===== config.mk =====
export PLATFORM = sky130hd
export DESIGN_NAME = microwave_countdown_timer
export DESIGN_NICKNAME = d
export VERILOG_FILES = /design/src/rtl/microwave_countdown_timer_pkg.sv /design/src/rtl/microwave_countdown_timer_sec_prescaler.sv /design/src/rtl/microwave_countdown_timer.sv
export SDC_FILE = /design/constraint.sdc
export NUM_CORES = 1
export LEC_CHECK = 0
export CORE_ASPECT_RATIO = 1.5
export CORE_MARGIN = 8
export CORE_UTILIZATION = 35
export DETAILED_ROUTE_END_ITERATION = 6
export GPL_TIMING_DRIVEN = 0
export PLACE_DENSITY_LB_ADDON = 0.12
export SYNTH_ARGS = -nofsm -noshare
export SYNTH_HDL_FRONTEND = slang
export SYNTH_HIERARCHICAL = 1
export SYNTH_SLANG_ARGS = --single-unit
export TNS_END_PERCENT = 100

===== constraint.sdc =====
create_clock -name clk -period 5.1 [get_ports clk]
set_input_delay 0.51 -clock clk [delete_from_list [all_inputs] [get_ports clk]]
set_output_delay 0.51 -clock clk [all_outputs]
set_load 0.02 [all_outputs]

===== src/rtl/microwave_countdown_timer_pkg.sv =====
// Shared types and constants for the microwave countdown timer: FSM states,
// BCD limits and the three-digit cook time with its borrow-chain decrement.
package microwave_countdown_timer_pkg;

    localparam int BCD_W = 4;

    typedef logic [BCD_W-1:0] bcd_t;

    localparam bcd_t BCD_MAX       = 4'd9;
    localparam bcd_t SEC_TENS_WRAP = 4'd5;

    typedef enum logic [1:0] {
        ST_IDLE   = 2'd0,
        ST_RUN    = 2'd1,
        ST_PAUSED = 2'd2
    } state_t;

    typedef struct packed {
        bcd_t min;
        bcd_t tens;
        bcd_t ones;
    } cook_time_t;

    // Borrow into sec_tens wraps to 5, not 9: the display is m:ss.
    function automatic cook_time_t bcd_decrement(input cook_time_t t);
        cook_time_t r;
        r = t;
        if (t.ones != '0) begin
            r.ones = t.ones - bcd_t'(1);
        end else begin
            r.ones = BCD_MAX;
            if (t.tens != '0) begin
                r.tens = t.tens - bcd_t'(1);
            end else begin
                r.tens = SEC_TENS_WRAP;
                r.min  = t.min - bcd_t'(1);
            end
        end
        return r;
    endfunction

endpackage


===== src/rtl/microwave_countdown_timer_sec_prescaler.sv =====
// One-second prescaler: counts enabled cycles and pulses tick on the wrap cycle.
// The count is held (not cleared) while disabled so a paused run resumes mid-second.
module microwave_countdown_timer_sec_prescaler #(
    parameter int TICKS_PER_SEC = 50000000,
    parameter int CNT_W         = 26
) (
    input  logic clk,
    input  logic reset,
    input  logic enable,
    input  logic clear,
    output logic tick
);

    localparam logic [CNT_W-1:0] LAST = CNT_W'(TICKS_PER_SEC - 1);

    logic [CNT_W-1:0] cnt;

    assign tick = enable && (cnt == LAST);

    always_ff @(posedge clk or posedge reset) begin
        if (reset) begin
            cnt <= '0;
        end else if (clear) begin
            cnt <= '0;
        end else if (enable) begin
            cnt <= tick ? '0 : cnt + CNT_W'(1);
        end
    end

endmodule


===== src/rtl/microwave_countdown_timer.sv =====
// Microwave cook-time controller: keypad BCD entry, start/stop/pause, door
// interlock and a once-per-second countdown driving the 7-segment decoder.
module microwave_countdown_timer
    import microwave_countdown_timer_pkg::*;
#(
    parameter int TICKS_PER_SEC = 50000000,
    parameter int CNT_W         = 26
) (
    input  logic             clk,
    input  logic             reset,
    input  logic             digit_valid,
    input  logic [BCD_W-1:0] digit,
    input  logic             start,
    input  logic             stop,
    input  logic             door_closed,
    output logic [BCD_W-1:0] min,
    output logic [BCD_W-1:0] sec_tens,
    output logic [BCD_W-1:0] sec_ones,
    output logic             running,
    output logic             done
);

    state_t     state;
    cook_time_t tm;
    cook_time_t tm_dec;
    logic       tick;
    logic       presc_en;
    logic       presc_clr;

    // stop and door-open outrank the tick, so the prescaler must not advance then.
    assign presc_en  = (state == ST_RUN) && !stop && door_closed;
    assign presc_clr = (state == ST_IDLE) || ((state == ST_PAUSED) && stop);
    assign tm_dec    = bcd_decrement(tm);

    microwave_countdown_timer_sec_prescaler #(
        .TICKS_PER_SEC(TICKS_PER_SEC),
        .CNT_W        (CNT_W)
    ) u_prescaler (
        .clk   (clk),
        .reset (reset),
        .enable(presc_en),
        .clear (presc_clr),
        .tick  (tick)
    );

    always_ff @(posedge clk or posedge reset) begin
        if (reset) begin
            state   <= ST_IDLE;
            tm      <= '0;
            running <= 1'b0;
            done    <= 1'b0;
        end else begin
            done <= 1'b0;
            case (state)
                ST_IDLE: begin
                    if (stop) begin
                        tm <= '0;
                    end else if (start && door_closed && (tm != '0)) begin
                        state   <= ST_RUN;
                        running <= 1'b1;
                    end else if (digit_valid && (digit <= BCD_MAX)) begin
                        tm <= {tm.tens, tm.ones, digit};
                    end
                end
                ST_RUN: begin
                    if (stop || !door_closed) begin
                        state   <= ST_PAUSED;
                        running <= 1'b0;
                    end else if (tick) begin
                        tm <= tm_dec;
                        if (tm_dec == '0) begin
                            state   <= ST_IDLE;
                            running <= 1'b0;
                            done    <= 1'b1;
                        end
                    end
                end
                ST_PAUSED: begin
                    if (stop) begin
                        state <= ST_IDLE;
                        tm    <= '0;
                    end else if (start && door_closed) begin
                        state   <= ST_RUN;
                        running <= 1'b1;
                    end
                end
                default: begin
                    state   <= ST_IDLE;
                    running <= 1'b0;
                end
            endcase
        end
    end

    assign min      = tm.min;
    assign sec_tens = tm.tens;
    assign sec_ones = tm.ones;

endmodule

**Word-level counts from Yosys, hierarchy flattened**

Cells that the tools add are included.
W data, S select, Z words.

- Flip-flop bits (word level): 42
- Bits of input ports: 10
- Word-level logic and storage cells: 82
- Output and inout port bits: 14

- Reduce and logical (&&, ||, !) cells: 21
- Equality and inequality tests: 15
- $lt $le $gt $ge: 1
- Mux-type cells: 34
- $add $sub $neg: 4

Operators by type and width:

| operator | count |
|---|---|
| $mux W26 | 3 |
| $mux W12 | 6 |
| $pmux W12 S3 | 1 |
| $add A26 B1 Y26 const B | 1 |
| $eq A26 B26 Y1 const B | 1 |
| $mux W2 | 7 |
| $logic_not A12 Y1 | 1 |
| $mux W4 | 3 |
| $reduce_and A6 Y1 | 2 |
| $reduce_bool A12 Y1 | 1 |
| $sub A4 B1 Y4 const B | 3 |
| $mux W1 | 11 |
| $mux W8 | 1 |
| $ne A2 B2 Y1 const B | 4 |
| $reduce_bool A4 Y1 | 2 |
| $logic_and A1 B1 Y1 | 7 |
| $ne A2 B1 Y1 const B | 3 |
| $ne A3 B1 Y1 const B | 2 |
| $ne A3 B2 Y1 const B | 2 |
| $pmux W2 S3 | 1 |
| $reduce_and A5 Y1 | 1 |
| $le A4 B4 Y1 const B | 1 |
| $ne A3 B3 Y1 const B | 1 |
| $pmux W1 S3 | 1 |
| 7 further kinds | 9 |

**Depth between registers and ports, before layout**

- Depth after elaboration: 8
- Mapped depth: 13
- Mapped depth without buffers: 12

**Hierarchy**

The synthesis kept the hierarchy.

Modules (own cells, without submodules):

| module | area an instance (um^2) | instances | cells an instance |
|---|---|---|---|
| microwave_countdown_timer_sec_prescaler | 1,512.7 | 1 | 164 |
| microwave_countdown_timer | 1,164.9 | 1 | 140 |

**Worst setup path after synthesis**

No wires, ideal clock.

- Path kind: reg-to-reg
- Start point: register state[1]
- End point: register state[0]
- Path buffers: 0
- Cell stages (with the launch flop): 13
- Arrival time: 2,902 ps
- Setup time: 79 ps
- Data required time: 5,021 ps
- Path slack: 2,119 ps
- Path through: dfrtp_1 inv_1 ha_1 inv_1 nor2_1 nand2_1 nor4_4 and2_4 or4bb_1 nor4_1 o2111ai_2 a21oi_2 mux2i_1

- Word-level cells in the longest chain between the ends: 6

Ends and longest elaborated chain:

| element | line | source |
|---|---|---|
| start: declaration | microwave_countdown_timer.sv:23 | `state_t state;` |
| start signal: assignment | microwave_countdown_timer.sv:48 | `state <= ST_IDLE;` |
| start signal: assignment | microwave_countdown_timer.sv:59 | `state <= ST_RUN;` |
| start signal: assignment | microwave_countdown_timer.sv:67 | `state <= ST_PAUSED;` |
| $eq A2 B1 Y1 | microwave_countdown_timer.sv:31 | `assign presc_en = (state == ST_RUN) && !stop && door_closed;` |
| $logic_and A1 B1 Y1 (2 in series) | microwave_countdown_timer.sv:31 |  |
| via presc_en | microwave_countdown_timer.sv:27 | `logic presc_en;` |
| $logic_and A1 B1 Y1 | microwave_countdown_timer_sec_prescaler.sv:18 | `assign tick = enable && (cnt == LAST);` |
| via tick | microwave_countdown_timer.sv:26 | `logic tick;` |
| $ne A3 B1 Y1 (no source line) | - |  |
| $reduce_and A5 Y1 (no source line) | - |  |

The timed path passes the listed nets, and every way through them passes these cells.
A chain may end at the register's enable or synchronous reset.

**Worst setup path after layout**

- Start point: input stop
- End point: register state[0]

- Word-level cells in the longest chain between the ends: 6

Ends and longest elaborated chain:

| element | line | source |
|---|---|---|
| start: declaration | microwave_countdown_timer.sv:14 | `input logic stop,` |
| $logic_not A1 Y1 | microwave_countdown_timer.sv:31 |  |
| $logic_and A1 B1 Y1 (2 in series) | microwave_countdown_timer.sv:31 |  |
| via presc_en | microwave_countdown_timer.sv:27 |  |
| $logic_and A1 B1 Y1 | microwave_countdown_timer_sec_prescaler.sv:18 |  |
| via tick | microwave_countdown_timer.sv:26 |  |
| $ne A3 B1 Y1 (no source line) | - |  |
| $reduce_and A5 Y1 (no source line) | - |  |

The timed path passes the listed nets, and every way through them passes these cells.

==> reports/metrics.csv <==
metric;value;unit
r2r_end;state[0]$_DFFE_PP0P_;
syn_to_final_growth;19.7;%
hpwl;5.36;mm
clock_path_buffers;2;
p_per_area;450;mW/mm2
reg2reg_depth;12;
slew_headroom;32.0;%
cp-start-kind;primary input;
grt_max_degree;27;
crit_required;5310;ps
hold_path.class;flip-flop to flip-flop;
startpoint;stop;
fmax;0.279;GHz
worstMarginPinSlew;1020;ps
worst-setup-path-type;primary input to flip-flop;
nFillCells;788;
vias;2394;
antenna_found_initial;0;
r2r-start;state[1]$_DFFE_PP0P_;
die_area;0.0108;mm2
drive_gt1_share;9.28;%
vias_per_cell;5.49;
io_buffers;23;
routabilityCongestion;0.807;
rsz0062_at_grt;false;
cap_violations;0;
critical_path.endpoint;state[0]$_DFFE_PP0P_;
first_global_vias;2389;
period_share;70.3;%
die-width;87.4;um
fin_nets;353;
fp.coreArea;0.00751;mm2
cts_resized;0;
cts_sinks;42;
setup_viol;0;
fin_cells;436;
synth_edf_count;0;
rows;39;
first_iter_violations;100;
end_kind;flip-flop;
grt_remaining_overflow;0;
syn_inst;304;
die_h;123;um
skew;4.11;ps
drt-total-wl;7.07;mm
root_buffer;clkbuf_16;
tns;0;ps
p_leak;1.28;nW
clk_latency;290;ps
layout_min_cycle_time;3590;ps
async_reset_ff_share;100;%
cts_tree;yes;
ys.flop_type;dfrtp_1;
cts.clk_slew.worst_paths;60;ps
cp.arrival;3800;ps
drc;0;
cts_setup_buffers;0;
ant_nets;0;
hold_buffers;0;
initial_core_util;35.6;%
maxSlewViolCount;0;
synth_seq_cells;42;
place_inst;429;
track_usage;14.0;%
syn-num-nets;323;
cp_max_fo;8;
ioPinCount;24;
synth.avg_cell_area;8.81;um2
vdd_drop_max;0.238;mV
cts.htree.levels;2;
diodes;0;
outcome;finished, final reports clean;
grt_pass1_wl;11.8;mm
wire_per_inst;16.2;um
synth_area;0.00268;mm2
yosysSeqAreaShare;39.3;%
cts_buffers;5;
r2r_slack;1670;ps
ys_warn_count;6;
yosys.cell_types.count;55;
finalHoldViolations;0;
firstDrtPassIters;4;
## layout by cell type (no fill, tap or decap), types with 2 or more instances in the layout
| master | netlist | routed |
|---|---|---|
| ha_1 | 9 | 9 |
| nand2_1 | 25 | 25 |
| nand4b_1 | 5 | 5 |
| a21oi_1 | 16 | 16 |
| a32oi_1 | 3 | 3 |
| nor4_1 | 10 | 10 |
| a22o_1 | 2 | 2 |
| inv_1 | 10 | 10 |
| nand4_1 | 12 | 12 |
| nor4_4 | 2 | 2 |
| dfrtp_1 | 42 | 42 |
| clkbuf_1 | 4 | 4 |
| or4_4 | 2 | 2 |
| a22oi_1 | 5 | 5 |
| buf_2 | 3 | 3 |
| clkbuf_16 | 0 | 5 |
| nor3_1 | 11 | 11 |
| nand3_1 | 13 | 13 |
| nor4_2 | 2 | 2 |
| a31o_2 | 2 | 2 |
| buf_6 | 4 | 4 |
| clkdlybuf4s50_1 | 0 | 23 |
| nand3b_1 | 2 | 2 |
| xor2_1 | 15 | 15 |
| mux2i_1 | 2 | 2 |
| o21ai_0 | 23 | 23 |
| xnor2_1 | 5 | 5 |
| o21ai_1 | 2 | 2 |
| nor2_1 | 43 | 43 |
| and3_1 | 3 | 3 |
## registers in the layout, indices dropped and copies added, names as in the netlist
name and flops:
u_prescaler/cnt 26, min 4, sec_ones 4, sec_tens 4, state 2, done 1
running 1
## logic make-up (layout without fill, tap and decap cells)
family          Yosys count  after routing  synth area share, %
compound gates           63             63                 14.6
xor+xnor                 20             20                 6.54
fa+ha+maj                 9              9                 4.21
flops                    42             42                 39.3
mux                       2              2                0.748
simple gates            146            146                 30.3
buf+inv                  22             52                 4.39
## final cells by class
| cell class | count | area (um2) | area share, % |
|---|---|---|---|
| Buffer | 12 | 80.1 | 2.50 |
| Tap cell | 102 | 128 | 3.98 |
| Clock inverter | 1 | 30.0 | 0.937 |
| Inverter | 10 | 37.5 | 1.17 |
| Clock buffer | 6 | 139 | 4.33 |
| Multi-Input combinational cell | 240 | 1510 | 47.1 |
| Timing Repair Buffer | 23 | 230 | 7.18 |
| Sequential cell | 42 | 1050 | 32.8 |
## power by group
group          internal [W]  switching (W)  total [W]
clock              0.000242       0.000129   0.000371
sequential         0.000372      0.0000570   0.000429
combinational      0.000246       0.000396   0.000643
## synth_stat cells (3+ instances only)
master    number  area share [%]
nor2_1        43             6.0
dfrtp_1       42              39
nand2_1       25             3.5
o21ai_0       23             4.3
a21oi_1       16             3.0
xor2_1        15             4.9
nand3_1       13             2.4
nand4_1       12             2.8
nor3_1        11             2.1
inv_1         10             1.4
nor4_1        10             2.3
ha_1           9             4.2
a22oi_1        5             1.4
nand4b_1       5             1.6
xnor2_1        5             1.6
buf_6          4             1.7
clkbuf_1       4            0.56
a32oi_1        3            0.98
and3_1         3            0.70
buf_2          3            0.56
## per-layer routing
metal | GRT usage (%) | share of wire, %
met1 | 14.3 | 39
met2 | 26.2 | 55
met3 | 2.99 | 3.6
met4 | 6.81 | 2.7
met5 | 0 | 0
## metrics by stage
step	area [um2]	setup slack, ps	util, %	total power, W	hold slack [ps]
3_5_place_dp	3040	1180	40.4	0.00108	563
5_1_grt	3200	1210	42.6	0.00154	595
4_1_cts	3200	1470	42.6	0.00146	574
6_report	3200	1510	42.6	0.00144	568
3_3_place_gp	3040	1190	40.4	0.00108	551
2_1_floorplan	2680	2120	-	0.000872	424
## worst max-delay path, stage by stage
cell and delay, ps:
clkdlybuf4s50_1 520, nand2b_1 240, nor2_1 320, nand2_1 180, nor4_4 390, and2_4 240
or4bb_1 470, nor4_1 240, o2111ai_2 240, a21oi_2 240, mux2i_1 210
## worst min-delay path by stage
stage	start	endpoint	slack [ps]	depth (start not counted)
3_5_place_dp	running$_DFFE_PP0P_	running$_DFFE_PP0P_	560	1
2_1_floorplan	reset	done$_DFF_PP0_	420	1
6_report	running$_DFFE_PP0P_	running$_DFFE_PP0P_	570	1
3_3_place_gp	u_prescaler/cnt[25]$_DFFE_PP0P_	u_prescaler/cnt[25]$_DFFE_PP0P_	550	2
4_1_cts	running$_DFFE_PP0P_	running$_DFFE_PP0P_	570	1
5_1_grt	u_prescaler/cnt[22]$_DFFE_PP0P_	u_prescaler/cnt[22]$_DFFE_PP0P_	600	2
(Power assumes the default switching activity.)
